**config.mk**
```make
export PLATFORM = sky130hd
export DESIGN_NAME = pre_track_rd_ctrl
export DESIGN_NICKNAME = d
export VERILOG_FILES = /design/src/rtl/pcg_acc_pkg.sv /design/src/rtl/rd_credit_cnt.sv /design/src/rtl/pre_track_rd_ctrl.sv
export SDC_FILE = /design/constraint.sdc
export NUM_CORES = 1
export LEC_CHECK = 0
export ABC_AREA = 1
export BUFFER_PORTS_ARGS = -buffer_cell sky130_fd_sc_hd__clkbuf_2
export CAP_MARGIN = 20
export CORE_AREA = 2 2 95 142
export CTS_CLUSTER_SIZE = 10
export DETAILED_ROUTE_END_ITERATION = 16
export DIE_AREA = 0 0 97 144
export PLACE_DENSITY = 0.42
export SLEW_MARGIN = 40
export SYNTH_ARGS = -nofsm -noshare
export SYNTH_HDL_FRONTEND = slang
export SYNTH_SLANG_ARGS = --single-unit
export TNS_END_PERCENT = 50
```
**constraint.sdc**
```tcl
create_clock -name clk_i -period 4.5 [get_ports clk_i]
set_clock_uncertainty 0.05 [all_clocks]
set_input_delay 0.225 -clock clk_i [delete_from_list [all_inputs] [get_ports clk_i]]
set_output_delay 0.225 -clock clk_i [all_outputs]
set_load 0.02 [all_outputs]
```
**src/rtl/pcg_acc_pkg.sv**
```systemverilog
// Shared state encoding, defaults and parameter checks for the pre-track read controller.
package pcg_acc_pkg;

  localparam int unsigned DEF_MAX_OUTSTANDING = 16;
  localparam int unsigned DEF_MISS_CNT_WIDTH  = 16;
  localparam int unsigned SPACING_W           = 16;

  typedef enum logic [2:0] {
    ST_IDLE      = 3'd0,
    ST_WAIT_ZERO = 3'd1,
    ST_PREFETCH  = 3'd2,
    ST_TRACK     = 3'd3,
    ST_DRAIN     = 3'd4
  } state_e;

  // Outstanding limit must be a power of two between 2 and 256.
  function automatic bit is_pow2_in_range(input int unsigned v);
    return (v >= 2) && (v <= 256) && ((v & (v - 1)) == 0);
  endfunction

endpackage

```
**src/rtl/rd_credit_cnt.sv**
```systemverilog
// Saturating up/down counter of issued-but-unreturned reads, with full/empty flags.
module rd_credit_cnt #(
  parameter int unsigned MAX_CNT = 16
) (
  input  logic                     clk_i,
  input  logic                     rst_n_i,
  input  logic                     inc_i,
  input  logic                     dec_i,
  output logic [$clog2(MAX_CNT):0] cnt_o,
  output logic                     full_o,
  output logic                     empty_o
);

  localparam int unsigned CW = $clog2(MAX_CNT) + 1;

  logic [CW-1:0] r_cnt;
  logic          w_inc;
  logic          w_dec;

  // Never count past the limit and never wrap below zero.
  assign w_inc = inc_i && (r_cnt != CW'(MAX_CNT));
  assign w_dec = dec_i && (r_cnt != '0);

  always_ff @(posedge clk_i or negedge rst_n_i) begin
    if (!rst_n_i) begin
      r_cnt <= '0;
    end else if (w_inc && !w_dec) begin
      r_cnt <= r_cnt + CW'(1);
    end else if (!w_inc && w_dec) begin
      r_cnt <= r_cnt - CW'(1);
    end
  end

  assign cnt_o   = r_cnt;
  assign full_o  = (r_cnt == CW'(MAX_CNT));
  assign empty_o = (r_cnt == '0);

endmodule

```
**src/rtl/pre_track_rd_ctrl.sv**
```systemverilog
// Pre-track read controller: prefetches a spacing-deep window after the encoder
// zero pulse, then issues one read per laser sample while tracking.
module pre_track_rd_ctrl
  import pcg_acc_pkg::*;
#(
  parameter real         TCQ             = 0.1,
  parameter int unsigned MAX_OUTSTANDING = DEF_MAX_OUTSTANDING,
  parameter int unsigned MISS_CNT_WIDTH  = DEF_MISS_CNT_WIDTH
) (
  input  logic                             clk_i,
  input  logic                             rst_n_i,
  input  logic [SPACING_W-1:0]             light_spot_spacing_i,
  input  logic                             laser_start_i,
  input  logic                             encode_zero_flag_i,
  input  logic                             laser_vld_i,
  input  logic                             pre_laser_rd_ready_i,
  input  logic                             pre_laser_rd_vld_i,
  output logic                             pre_laser_rd_seq_o,
  output logic                             second_track_en_o,
  output logic                             prefetch_done_o,
  output logic [$clog2(MAX_OUTSTANDING):0] outstanding_o,
  output logic [MISS_CNT_WIDTH-1:0]        miss_cnt_o,
  output logic                             busy_o
);

  // An illegal parameter set keeps the controller from ever issuing a read.
  localparam bit CFG_OK = is_pow2_in_range(MAX_OUTSTANDING) &&
                          (MISS_CNT_WIDTH >= 1) && (TCQ >= 0.0);

  state_e                      r_state;
  state_e                      w_state_nxt;
  logic [SPACING_W-1:0]        r_pf_remain;
  logic [SPACING_W-1:0]        w_pf_remain_nxt;
  logic [MISS_CNT_WIDTH-1:0]   r_miss_cnt;
  logic [MISS_CNT_WIDTH-1:0]   w_miss_cnt_nxt;
  logic                        r_rd_seq;
  logic                        r_prefetch_done;
  logic                        w_prefetch_done_nxt;
  logic                        w_issue;
  logic                        w_can_issue;
  logic                        w_full;
  logic                        w_empty;

  assign w_can_issue = CFG_OK && laser_start_i && pre_laser_rd_ready_i && !w_full;

  always_ff @(posedge clk_i or negedge rst_n_i) begin
    if (!rst_n_i) begin
      r_state         <= ST_IDLE;
      r_pf_remain     <= '0;
      r_miss_cnt      <= '0;
      r_rd_seq        <= 1'b0;
      r_prefetch_done <= 1'b0;
    end else begin
      r_state         <= w_state_nxt;
      r_pf_remain     <= w_pf_remain_nxt;
      r_miss_cnt      <= w_miss_cnt_nxt;
      r_rd_seq        <= w_issue;
      r_prefetch_done <= w_prefetch_done_nxt;
    end
  end

  // Dropping laser_start_i from any active state goes straight to DRAIN.
  always_comb begin
    w_state_nxt         = r_state;
    w_pf_remain_nxt     = r_pf_remain;
    w_miss_cnt_nxt      = r_miss_cnt;
    w_issue             = 1'b0;
    w_prefetch_done_nxt = 1'b0;
    case (r_state)
      ST_IDLE: begin
        if (laser_start_i) begin
          w_state_nxt    = ST_WAIT_ZERO;
          w_miss_cnt_nxt = '0;
        end
      end
      ST_WAIT_ZERO: begin
        if (!laser_start_i) begin
          w_state_nxt = ST_DRAIN;
        end else if (encode_zero_flag_i) begin
          w_pf_remain_nxt = light_spot_spacing_i;
          if (light_spot_spacing_i == '0) begin
            w_state_nxt         = ST_TRACK;
            w_prefetch_done_nxt = 1'b1;
          end else begin
            w_state_nxt = ST_PREFETCH;
          end
        end
      end
      ST_PREFETCH: begin
        if (!laser_start_i) begin
          w_state_nxt = ST_DRAIN;
        end else if (r_pf_remain == '0) begin
          w_state_nxt         = ST_TRACK;
          w_prefetch_done_nxt = 1'b1;
        end else if (w_can_issue) begin
          w_issue         = 1'b1;
          w_pf_remain_nxt = r_pf_remain - SPACING_W'(1);
        end
      end
      ST_TRACK: begin
        if (!laser_start_i) begin
          w_state_nxt = ST_DRAIN;
        end else if (laser_vld_i) begin
          if (w_can_issue) begin
            w_issue = 1'b1;
          end else if (r_miss_cnt != '1) begin
            w_miss_cnt_nxt = r_miss_cnt + MISS_CNT_WIDTH'(1);
          end
        end
      end
      ST_DRAIN: begin
        if (w_empty) begin
          w_state_nxt = ST_IDLE;
        end
      end
      default: begin
        w_state_nxt = ST_IDLE;
      end
    endcase
  end

  rd_credit_cnt #(
    .MAX_CNT (MAX_OUTSTANDING)
  ) u_rd_credit_cnt (
    .clk_i   (clk_i),
    .rst_n_i (rst_n_i),
    .inc_i   (w_issue),
    .dec_i   (pre_laser_rd_vld_i),
    .cnt_o   (outstanding_o),
    .full_o  (w_full),
    .empty_o (w_empty)
  );

  assign pre_laser_rd_seq_o = r_rd_seq;
  assign prefetch_done_o    = r_prefetch_done;
  assign miss_cnt_o         = r_miss_cnt;
  assign second_track_en_o  = (r_state == ST_TRACK);
  assign busy_o             = (r_state != ST_IDLE);

endmodule

```
==> run_results.csv <==
group,metric,value,unit
status,status,"finished, violations left",
status,violations,"hold timing",
sta,fin_ws,1.72,ns
layout,multi_input_area,1810,um2
floorplan,initial_core_util,0.244,
floorplan,row_count,51,
critical_path,critical_path.max_stage_delay,0.39,ns
routing,drc,0,
clocking,clockBufferDepth,2,
critical_path,cp_num_buf_inv,3,
clocking,htree_levels,2,
layout,layoutNonFillerInstCount,686,
sta,timing.final.crit_share,0.617,
critical_path,path_cells,"inv_1 > ha_1 > nand3_2 > nor2_2 > nand2_1 > o211ai_1 > inv_1 > ha_1 > fa_1 > inv_1 > nand2_1 > nand2_1 > a21oi_1 > xor2_1 > nand2_1 > o21ai_0",
floorplan,die-area,14000,um2
critical_path,arrival,2.90,ns
clocking,cts_resized,0,
clocking,post_cts_buffers,0,
critical_path,end_kind,"flip-flop",
logic_synthesis,yosysUniqueCellTypes,35,
global_route,grt_start_max_net_pins,43,
critical_path,crit_type,"reg -> reg",
placed_design,dpl.hpwl,6.66,mm
critical_path,crit_path_top_delay_cell,"dfrtp_1",
routing,met1_length,3.78,mm
clocking,cts.clk_slew.worst_paths,0.07,ns
routing,drt_iter0_drc,110,
sta,maxSlewViolCount,0,
logic_synthesis,syn_area_per_cell,6.50,um2
routing,dr.pass1.iters,4,
sta,worstMarginPinSlew,0.725,ns
routing,maxUsedRoutingLayer,"met4",
clocking,clockRootBuffer,"clkbuf_16",
sta,maxSlewHeadroom,0.516,
logic_synthesis,synth_area,3130,um2
layout,layout_commonest_cell,"nand2_1",
global_route,grt.overflow.total,0,
routing,drt-wirelength-per-cell,12.8,um
sta,setup_viol,0,
critical_path,cpMostUsedCell,"nand2_1",
critical_path,crit_fanout,5,
layout,nNetsFinal,556,
global_route,grt_usage,0.131,
floorplan,ioPinCount,48,
layout,finalInstanceArea,3640,um2
logic_synthesis,synth.yosys.seq_area_share,0.336,
logic_synthesis,syn_inst,481,
min_path,min_path_type,"in -> async",
layout,layout-drive-gt1-share,0.169,
clocking,cts_tree,"built",
routing,vias,3020,
clocking,clock_sinks,42,
global_route,antenna_found_initial,0,
critical_path,startpoint_type,"flip-flop",
global_route,grt_pass1_vias,2996,
routing,met3_length,256,um
clocking,clk-insertion-delay-late,0.29,ns
global_route,grt_pass1_wl,14.8,mm
sta,finalHoldViolCount,32,
layout,antennaDiodeCount,0,
placed_design,portBuffers,47,
logic_synthesis,syn-num-nets,511,
placed_design,place_area,3490,um2
clocking,ctsHoldBuffers,0,
job,cap_violations,0,
critical_path,reg2reg_slack,1.72,ns
critical_path,worst_ep_required_time,4.63,ns
routing,ant_nets,0,
routing,route.met2.wl,4.64,mm
power_and_ir_drop,worst_ir_drop_vdd,0.208,mV
placed_design,gp_congestion,0.809,
placed_design,dp_slack,1.70,ns
floorplan,die_w,97,um
floorplan,die_h,144,um
clocking,cts_made_buffers,5,
sta,rsz0062_at_grt,"false",
sta,holdWs,-0.0146,ns
sta,fmax,0.360,GHz
placed_design,dp_cells,678,
power_and_ir_drop,power.leakage,1.89,nW
power_and_ir_drop,power.density,547,nW/um2
logic_synthesis,yosysWarningCount,0,
routing,drt_wl_total,8.80,mm
layout,syn2layout_area_growth,16.3,%
logic_synthesis,ys_ff_latch,42,
sta,finalSetupTns,0,ns
layout,fill_cells,1457,
floorplan,core,12800,um2
layout,layout_common_cells,"nand2_1 (205), nor2_1 (61), clkbuf_2 (47), inv_1 (42), dfrtp_1 (42)",
layout,final-seq-area,1050,um2
sta,fin_crit,2.78,ns
routing,vias_per_cell,4.40,
critical_path,path_delay_family,"adder cells",
[per-layer routing]
| layer | global-route usage | vias up |
|---|---|---|
| met1 | 0.152 | 1378 |
| met2 | 0.247 | 45 |
| met5 | 0 | - |
| li1 | - | 1589 |
| met4 | 0.0371 | 0 |
| met3 | 0.0217 | 8 |
[where the power goes]
part           internal, mW  switching, mW  total (mW)
clock network         0.206          0.166       0.372
registers             0.492          0.133       0.625
logic                 0.320          0.670       0.990
total                  1.02          0.970        1.99
[sequential cells by signal, summed over array words and instances, names as in the netlist]
| register | cells |
|---|---|
| u_rd_credit_cnt.cnt_o | 5 |
| miss_cnt_o | 16 |
| r_state | 3 |
| r_pf_remain | 16 |
| pre_laser_rd_seq_o | 1 |
| prefetch_done_o | 1 |
[cell usage after synthesis]
master     instances  area share
o21bai_1           4      0.0096
nor2_1            61       0.073
nand3_1           34       0.054
xor2_1             8       0.022
a21boi_0           1      0.0024
nor2_4             1      0.0036
nand3b_1           3      0.0072
a21oi_2            1      0.0028
o21ai_2           13       0.036
fa_1               1      0.0064
buf_2              3      0.0048
a2bb2oi_1          1      0.0028
a21oi_1            3      0.0048
nor3_1             2      0.0032
buf_4              1      0.0024
a21boi_2           1      0.0036
nand4_1           10       0.020
clkinv_1           1      0.0012
inv_1             42       0.050
inv_2              4      0.0048
nand3_2            4       0.013
o21ai_0            9       0.014
nand2_4            1      0.0036
and2_1             1      0.0020
or2_2              3      0.0060
nand2_1          205        0.25
nor2_2             2      0.0040
clkbuf_1           2      0.0024
nand2_2            1      0.0020
dfrtp_1           42        0.34
ha_1               6       0.024
buf_6              5       0.018
xnor2_1            3      0.0084
clkinv_2           1      0.0016
o211ai_1           1      0.0024
[final timing paths]
kind,start,end,cells past startpoint
min in group clk_i,light_spot_spacing_i[9],r_pf_remain[9],5
max in group asynchronous,rst_n_i,r_pf_remain[2],2
hold / removal,rst_n_i,pre_laser_rd_seq_o,2
setup / recovery,r_pf_remain[0],u_rd_credit_cnt.cnt_o[4],16
hold reg to reg,r_pf_remain[1],r_pf_remain[1],2
setup reg to reg,r_pf_remain[0],u_rd_credit_cnt.cnt_o[4],16
[cells by family (layout without fill, tap and decap cells)]
family,count (synthesis),in the layout,share of synthesized area
buf+inv,59,105,0.0856
flops,42,42,0.336
compound gates,34,34,0.0792
fa+ha+maj,7,7,0.0304
xor+xnor,11,11,0.0308
simple gates,328,328,0.438
[metrics by stage]
step / power, mW / hold WS (ns) / util
after CTS: 2.03 / 0.0128 / 0.284
after global routing: 2.20 / 0.0353 / 0.284
after global placement: 1.63 / 0.327 / 0.272
after detailed placement: 1.65 / 0.330 / 0.272
final: 1.99 / -0.0146 / 0.284
after floorplan: 1.41 / -0.121 / -
[area by class of cell]
class / count / area share
clock buffer: 5 / 0.0344
timing repair buffer: 49 / 0.0688
inverter: 48 / 0.0499
tap: 159 / 0.0547
clock inverter: 3 / 0.00585
sequential: 42 / 0.289
multi-input combinational: 380 / 0.497
(Power assumes the default switching activity.)
